### config.mk
export PLATFORM = sky130hd
export DESIGN_NAME = fb_swap_ctrl
export DESIGN_NICKNAME = d
export VERILOG_FILES = /design/src/rtl/fb_swap_ctrl.sv
export SDC_FILE = /design/constraint.sdc
export NUM_CORES = 1
export LEC_CHECK = 0
export CORE_MARGIN = 1.5
export CORE_UTILIZATION = 47
export CTS_CLUSTER_DIAMETER = 100
export DETAILED_ROUTE_END_ITERATION = 7
export PLACE_DENSITY = 0.83
export SYNTH_ARGS = -nofsm -noshare
export SYNTH_HDL_FRONTEND = slang
export SYNTH_SLANG_ARGS = --single-unit
### constraint.sdc
create_clock -name Clk -period 2.91 [get_ports Clk]
set_clock_uncertainty 0.2 [all_clocks]
set_input_delay 0.291 -clock Clk [delete_from_list [all_inputs] [get_ports Clk]]
set_output_delay 0.291 -clock Clk [all_outputs]
set_load 0.05 [all_outputs]
### src/rtl/fb_swap_ctrl.sv
// Dual-bank frame buffer sequencer: PPU write addressing, back-bank steering, VGA read address, tear-free swap.
// Optional FB_SWAP_STATS_EN adds the saturating frames_dropped counter; otherwise it reads as 0.
`timescale 1ns/1ps

module fb_swap_ctrl #(
    parameter int WIDTH  = 160,
    parameter int HEIGHT = 144,
    parameter int AW     = 15
) (
    input  logic          Clk,
    input  logic          Reset,
    input  logic          ppu_px_valid,
    input  logic [1:0]    ppu_px_data,
    input  logic          ppu_vblank,
    input  logic [8:0]    vga_x,
    input  logic [8:0]    vga_y,
    output logic [AW-1:0] fb_wr_addr,
    output logic [1:0]    fb_wr_data,
    output logic          fb_wr_en0,
    output logic          fb_wr_en1,
    output logic [AW-1:0] fb_rd_addr,
    output logic          rd_sel,
    output logic          frame_pending,
    output logic [7:0]    frames_dropped
);

    localparam logic [AW-1:0] LAST_PX  = AW'(WIDTH * HEIGHT - 1);
    localparam logic [AW-1:0] WIDTH_AW = AW'(WIDTH);
    localparam logic [8:0]    WIDTH_C  = 9'(WIDTH);
    localparam logic [8:0]    HEIGHT_C = 9'(HEIGHT);

    typedef enum logic [1:0] {
        ST_RESYNC  = 2'd0,
        ST_FILL    = 2'd1,
        ST_PENDING = 2'd2,
        ST_SWAP    = 2'd3
    } state_t;

    state_t        state_q, state_d;
    logic [AW-1:0] cnt_q, cnt_d;
    logic          vblank_q;
    logic          rd_sel_q, rd_sel_d;
    logic          pending_q, pending_d;
    logic          corrupt_q, corrupt_d;
    logic [AW-1:0] wr_addr_q, wr_addr_d;
    logic [1:0]    wr_data_q, wr_data_d;
    logic          wr_en0_q, wr_en0_d;
    logic          wr_en1_q, wr_en1_d;
    logic [AW-1:0] rd_addr_q, rd_addr_d;
    logic          vb_rise;
    logic          last_px;
    logic          drop_inc;

    assign vb_rise = ppu_vblank & ~vblank_q;
    assign last_px = ppu_px_valid && (cnt_q == LAST_PX);

    always_comb begin
        state_d   = state_q;
        cnt_d     = cnt_q;
        rd_sel_d  = rd_sel_q;
        pending_d = pending_q;
        corrupt_d = corrupt_q;
        wr_addr_d = wr_addr_q;
        wr_data_d = wr_data_q;
        wr_en0_d  = 1'b0;
        wr_en1_d  = 1'b0;
        drop_inc  = 1'b0;

        case (state_q)
            ST_RESYNC: begin
                if (vb_rise) begin
                    state_d = ST_FILL;
                    cnt_d   = '0;
                end
            end
            ST_FILL: begin
                // A completing pixel beats a coincident vblank edge; otherwise a mid-frame edge restarts the frame.
                if (vb_rise && (cnt_q != '0) && !last_px) begin
                    cnt_d    = '0;
                    drop_inc = 1'b1;
                end else if (ppu_px_valid) begin
                    wr_addr_d = cnt_q;
                    wr_data_d = ppu_px_data;
                    wr_en0_d  = rd_sel_q;
                    wr_en1_d  = ~rd_sel_q;
                    if (last_px) begin
                        cnt_d     = '0;
                        state_d   = ST_PENDING;
                        pending_d = 1'b1;
                    end else begin
                        cnt_d = cnt_q + 1'b1;
                    end
                end
            end
            ST_PENDING: begin
                if (ppu_px_valid && !corrupt_q) begin
                    corrupt_d = 1'b1;
                    drop_inc  = 1'b1;
                end
                if (vga_y >= HEIGHT_C) begin
                    state_d = ST_SWAP;
                end
            end
            ST_SWAP: begin
                rd_sel_d  = ~rd_sel_q;
                pending_d = 1'b0;
                cnt_d     = '0;
                corrupt_d = 1'b0;
                state_d   = corrupt_q ? ST_RESYNC : ST_FILL;
            end
            default: begin
                state_d = ST_RESYNC;
            end
        endcase
    end

    always_comb begin
        rd_addr_d = '0;
        if ((vga_x < WIDTH_C) && (vga_y < HEIGHT_C)) begin
            rd_addr_d = (AW'(vga_y) * WIDTH_AW) + AW'(vga_x);
        end
    end

    always_ff @(posedge Clk) begin
        if (Reset) begin
            state_q   <= ST_RESYNC;
            cnt_q     <= '0;
            vblank_q  <= 1'b0;
            rd_sel_q  <= 1'b0;
            pending_q <= 1'b0;
            corrupt_q <= 1'b0;
            wr_addr_q <= '0;
            wr_data_q <= '0;
            wr_en0_q  <= 1'b0;
            wr_en1_q  <= 1'b0;
            rd_addr_q <= '0;
        end else begin
            state_q   <= state_d;
            cnt_q     <= cnt_d;
            vblank_q  <= ppu_vblank;
            rd_sel_q  <= rd_sel_d;
            pending_q <= pending_d;
            corrupt_q <= corrupt_d;
            wr_addr_q <= wr_addr_d;
            wr_data_q <= wr_data_d;
            wr_en0_q  <= wr_en0_d;
            wr_en1_q  <= wr_en1_d;
            rd_addr_q <= rd_addr_d;
        end
    end

    assign fb_wr_addr    = wr_addr_q;
    assign fb_wr_data    = wr_data_q;
    assign fb_wr_en0     = wr_en0_q;
    assign fb_wr_en1     = wr_en1_q;
    assign fb_rd_addr    = rd_addr_q;
    assign rd_sel        = rd_sel_q;
    assign frame_pending = pending_q;

`ifdef FB_SWAP_STATS_EN
    logic [7:0] drop_q, drop_d;

    always_comb begin
        drop_d = drop_q;
        if (drop_inc && (drop_q != 8'hFF)) begin
            drop_d = drop_q + 8'd1;
        end
    end

    always_ff @(posedge Clk) begin
        if (Reset) begin
            drop_q <= '0;
        end else begin
            drop_q <= drop_d;
        end
    end

    assign frames_dropped = drop_q;
`else
    logic unused_drop_inc;
    assign unused_drop_inc = drop_inc;
    assign frames_dropped  = '0;
`endif

endmodule

### Yosys cells after proc, flatten, opt, wreduce, memory -nomap -nowiden

Cells that the tools add are included.

* bits in registers: 55
* input bits: 24
* output and inout port bits: 44
* word-level logic and storage cells: 72

* multiply operators: 1
* muxes and demuxes: 18
* bitwise operators: 7
* $add $sub $neg: 2
* eq/ne operators: 11
* reduce and logical (&&, ||, !) cells: 19
* magnitude comparators: 3

Operators by type and width (count)
* $mux 15: 4
* $pmux 15 s3: 1
* $lt 9x8->1 const B: 2
* $add 15x1->15 const B: 1
* $add 15x9->15: 1
* $eq 15x15->1 const B: 1
* $reduce_bool 15->1: 1
* $ne 2x2->1 const B: 6
* $mul 9x3->10 const B: 1
* $mux 2: 5
* $ge 9x8->1 const B: 1
* $pmux 2 s4: 1
* $not 1->1: 6
* $reduce_and 3->1: 2
* $logic_and 1x1->1: 5
* $mux 1: 5
* $reduce_and 5->1: 1
* $eq 2x2->1 const B: 2
* $pmux 1 s2: 2
* $reduce_and 4->1: 1
* $reduce_bool 2->1: 2
* $reduce_or 4->1: 1
* $ne 3x3->1 const B: 1
* $reduce_bool 3->1: 1
* 6 further kinds: 7

### Logic depth before layout (Yosys ltp)

* depth after elaboration: 6
* gate-level depth with buffers: 9
* depth with buffers taken out: 9

### Least setup slack after synthesis

Ideal clock, no wire load.

* kind: input-to-reg
* start: input vga_y[4]
* end: register rd_addr_q[14] (netlist: fb_rd_addr[14])
* setup time: 0.125 ns
* path buffers: 0
* arrival: 2.113 ns
* cell stages on the path: 8
* path slack: 0.472 ns
* required time: 2.585 ns
* cells stage by stage: ha_1 ha_1 o21ai_0 or4b_2 o2111ai_1 nand4_1 xnor2_1 nor2_1

* cells in the longest elaborated chain, start to end: 4
* elaborated cells between the ends (all ways): 6
* those cells by class: add/sub: 1; mul: 1; order compare: 1; bitwise: 1; reduce/logical: 2

RTL lines
* start, declared: RTL line 16 `input logic [8:0] vga_y,`
* parallel branches: the longest is 4 deep, another holds $add 15x9->15
* end signal, assigned: RTL line 148 `rd_addr_q <= rd_addr_d;`
* end, declared: RTL line 49 `logic [AW-1:0] rd_addr_q, rd_addr_d;`

Parallel ways; which one is timed is not known.
A chain may end at the register's enable or synchronous reset.

### Final worst setup path

Same ends and word-level chain as after synthesis.

==> metrics.csv <==
stage,metric,value,unit
outcome,outcome,"finished, final reports clean",
place,hpwlAfterDp,4680,um
setup_path,crit_type,in2reg,
place,dp_slack,-31.0,ps
timing,max_freq,380,MHz
layout,layout_commonest_cell,clkdlybuf4s50_1,
grt,grt_pass1_wl,9550,um
layout,nNetsFinal,435,
floorplan,pin_count,68,
drt,drt-initial-drc-count,115,
drt,totalWireLength,5930,um
synth,syn_inst,312,
synth,synthFlopType,dfxtp_1,
synth,synth_top_family_by_area,simple AND/OR/NAND/NOR gates,
synth,syn_area_per_cell,9.17,um^2
setup_path,start_kind,input pin,
synth,synth_edf_count,0,
drt,drc,0,
pwr,power,0.00212,W
timing,tightest_slew,589,ps
synth,synthXorXnorAreaFrac,0.0735,
timing,hold_viol,0,
pwr,ir_drop,0.357,mV
cts,clockBufferDepth,2,
drt,dr.pass1.iters,4,
timing,setup_tns,0,ps
grt,grt_antenna_before_repair,0,
pwr,p_leak,1.41,nW
synth,syn_area,0.00286,mm^2
cts,clk_pin_slew_worst_paths,90,ps
grt,grt_pass1_vias,2211,
grt,grt_use_total,0.186,
synth,synth_top_area_cell,dfxtp_1,
place,portBuffers,59,
drt,routedWlPerCell,12.9,um
layout,area_delta_synth_final,29.5,%
cts,clk_latency,310,ps
synth,yosys.area_share.simple,0.214,
layout,drive_above_1_share,0.0829,
floorplan,dieArea,0.00657,mm^2
cts,cts_resized,0,
timing,setup_viol,0,
cts,clock-sinks,55,
synth,synth-compound-area-share,0.0840,
place,routabilityCongestion,0.842,
drt,ant_nets,0,
timing,rsz0062_at_grt,false,
grt,grt_start_max_net_pins,27,
job,maxCapViolCount,0,
layout,fin_util,0.630,
timing,slew_headroom,0.607,
cts,cts_hold_buf,0,
floorplan,row_count,28,
setup_path,worstPathRequired,2900,ps
synth,synth_mux_area_frac,0.0630,
synth,synth_fa_ha_area_frac,0.119,
drt,vias,2413,
cts,cts_made_buffers,5,
setup_path,crit_fanout,3,
timing,fin_ws,275,ps
cts,post_cts_buffers,0,
timing,period_needed,2630,ps
cts,cts_max_level,2,
setup_path,end_kind,flip-flop,
layout,instances_no_fill,461,
synth,synthArstFlopShare,0,
pwr,p_per_area,573,mW/mm^2
layout,layout_common_cells,"clkdlybuf4s50_1, dfxtp_1, nor2_1",
cts,cts_tree,yes,
cts,cts_root_buffer,clkbuf_8,
floorplan,initial_utilization,0.486,
timing,period_share,0.905,
synth,synth-seq-cells,55,
synth,synthTopCellsByArea,"dfxtp_1, ha_1, nor2_1",
place,dp_cells,453,
setup_path,arrival,2630,ps
synth,seq_area_frac_synth,0.385,
synth,synth_warnings,0,
synth,synth_top_area_frac,0.385,
drt,avgViaCountPerCell,5.23,
floorplan,core_region_area,0.00589,mm^2
grt,overflow,0,
floorplan,die_width,81.0,um
floorplan,fp.dieH,81.0,um
synth,ys_types,46,
worst_hold_path,hp-class,reg2reg,
layout,n_antenna_cell,0,
timing,maxSlewViolCount,0,
## worst max-delay path: stages
cell	delay (ps)
clkdlybuf4s50_1	460
ha_1	320
ha_1	300
o21ai_0	120
or4b_2	630
o2111ai_1	150
nand4_1	140
xnor2_1	170
nor2_1	50
## cells in the mapped netlist (2+ instances only)
cell type   n
a211oi_1    2
a21boi_0    2
a21oi_1    10
and2_1      8
and3b_1     2
buf_4       9
buf_6       3
clkbuf_1    5
dfxtp_1    55
fa_1        2
ha_1       24
inv_1      13
mux2i_1    18
nand2_1    11
nand3_1     8
nand4_1     7
nor2_1     52
nor2b_1     4
nor3_1      8
nor3b_1     3
nor4_1      7
nor4b_1     3
o21ai_0     7
o21ai_1     3
or3_1       3
xnor2_1    17
xor2_1      7
## cell families after synthesis
logic type               count (synthesis)
flip-flops                              55
AND/OR/NAND/NOR                        122
multiplexers                            18
adder cells (fa/ha/maj)                 26
buffers and inverters                   31
XOR/XNOR                                24
AO/OA/AOI/OAI                           35
other                                    1
## per-layer routing
metal,vias up,global-route usage,share of wire
li1,1208,-,-
met1,1130,0.197,0.41
met2,66,0.368,0.54
met3,9,0.0404,0.044
met4,0,0.0414,0.0091
met5,-,0,0
## area by class of cell
type | count | area (um^2)
clock buffers | 6 | 82.6
well taps | 75 | 93.8
multi-input cells | 233 | 1620
repair buffers | 77 | 726
inverters | 13 | 48.8
clock inverters | 2 | 35.0
fillers | 477 | 2180
flip-flops and latches | 55 | 1100
## where the power goes
part | switching, W | total (W) | internal, W
registers | 0.0000339 | 0.000824 | 0.000791
logic | 0.000462 | 0.000787 | 0.000325
clock network | 0.000234 | 0.000512 | 0.000278
total | 0.000730 | 0.00212 | 0.00139
## through the flow
stage          hold slack, ps  area [um^2]
2_1_floorplan             213         2890
3_3_place_gp              261         3590
3_5_place_dp              278         3590
4_1_cts                   295         3710
5_1_grt                   327         3710
6_report                  295         3710
## registers in the layout (all words and copies together) (netlist names)
register and flops:
fb_wr_addr 15, cnt_q 15, fb_wr_en1 1, rd_sel 1, fb_wr_en0 1, vblank_q 1
fb_rd_addr 15, state_q 2, corrupt_q 1, frame_pending 1, fb_wr_data 2
## path summary, 6_finish.rpt
path / startpoint / to / slack, ps / depth (start not counted)
setup / recovery: vga_y[4] / fb_rd_addr[14]$_SDFF_PP0_ / 280 / 9
hold / removal: corrupt_q$_SDFFE_PP0P_ / corrupt_q$_SDFFE_PP0P_ / 300 / 2
setup reg to reg: cnt_q[0]$_SDFFE_PP0P_ / state_q[0]$_SDFFE_PP0P_ / 300 / 6
hold reg to reg: corrupt_q$_SDFFE_PP0P_ / corrupt_q$_SDFFE_PP0P_ / 300 / 2
Power figures use the tool's default switching activity.
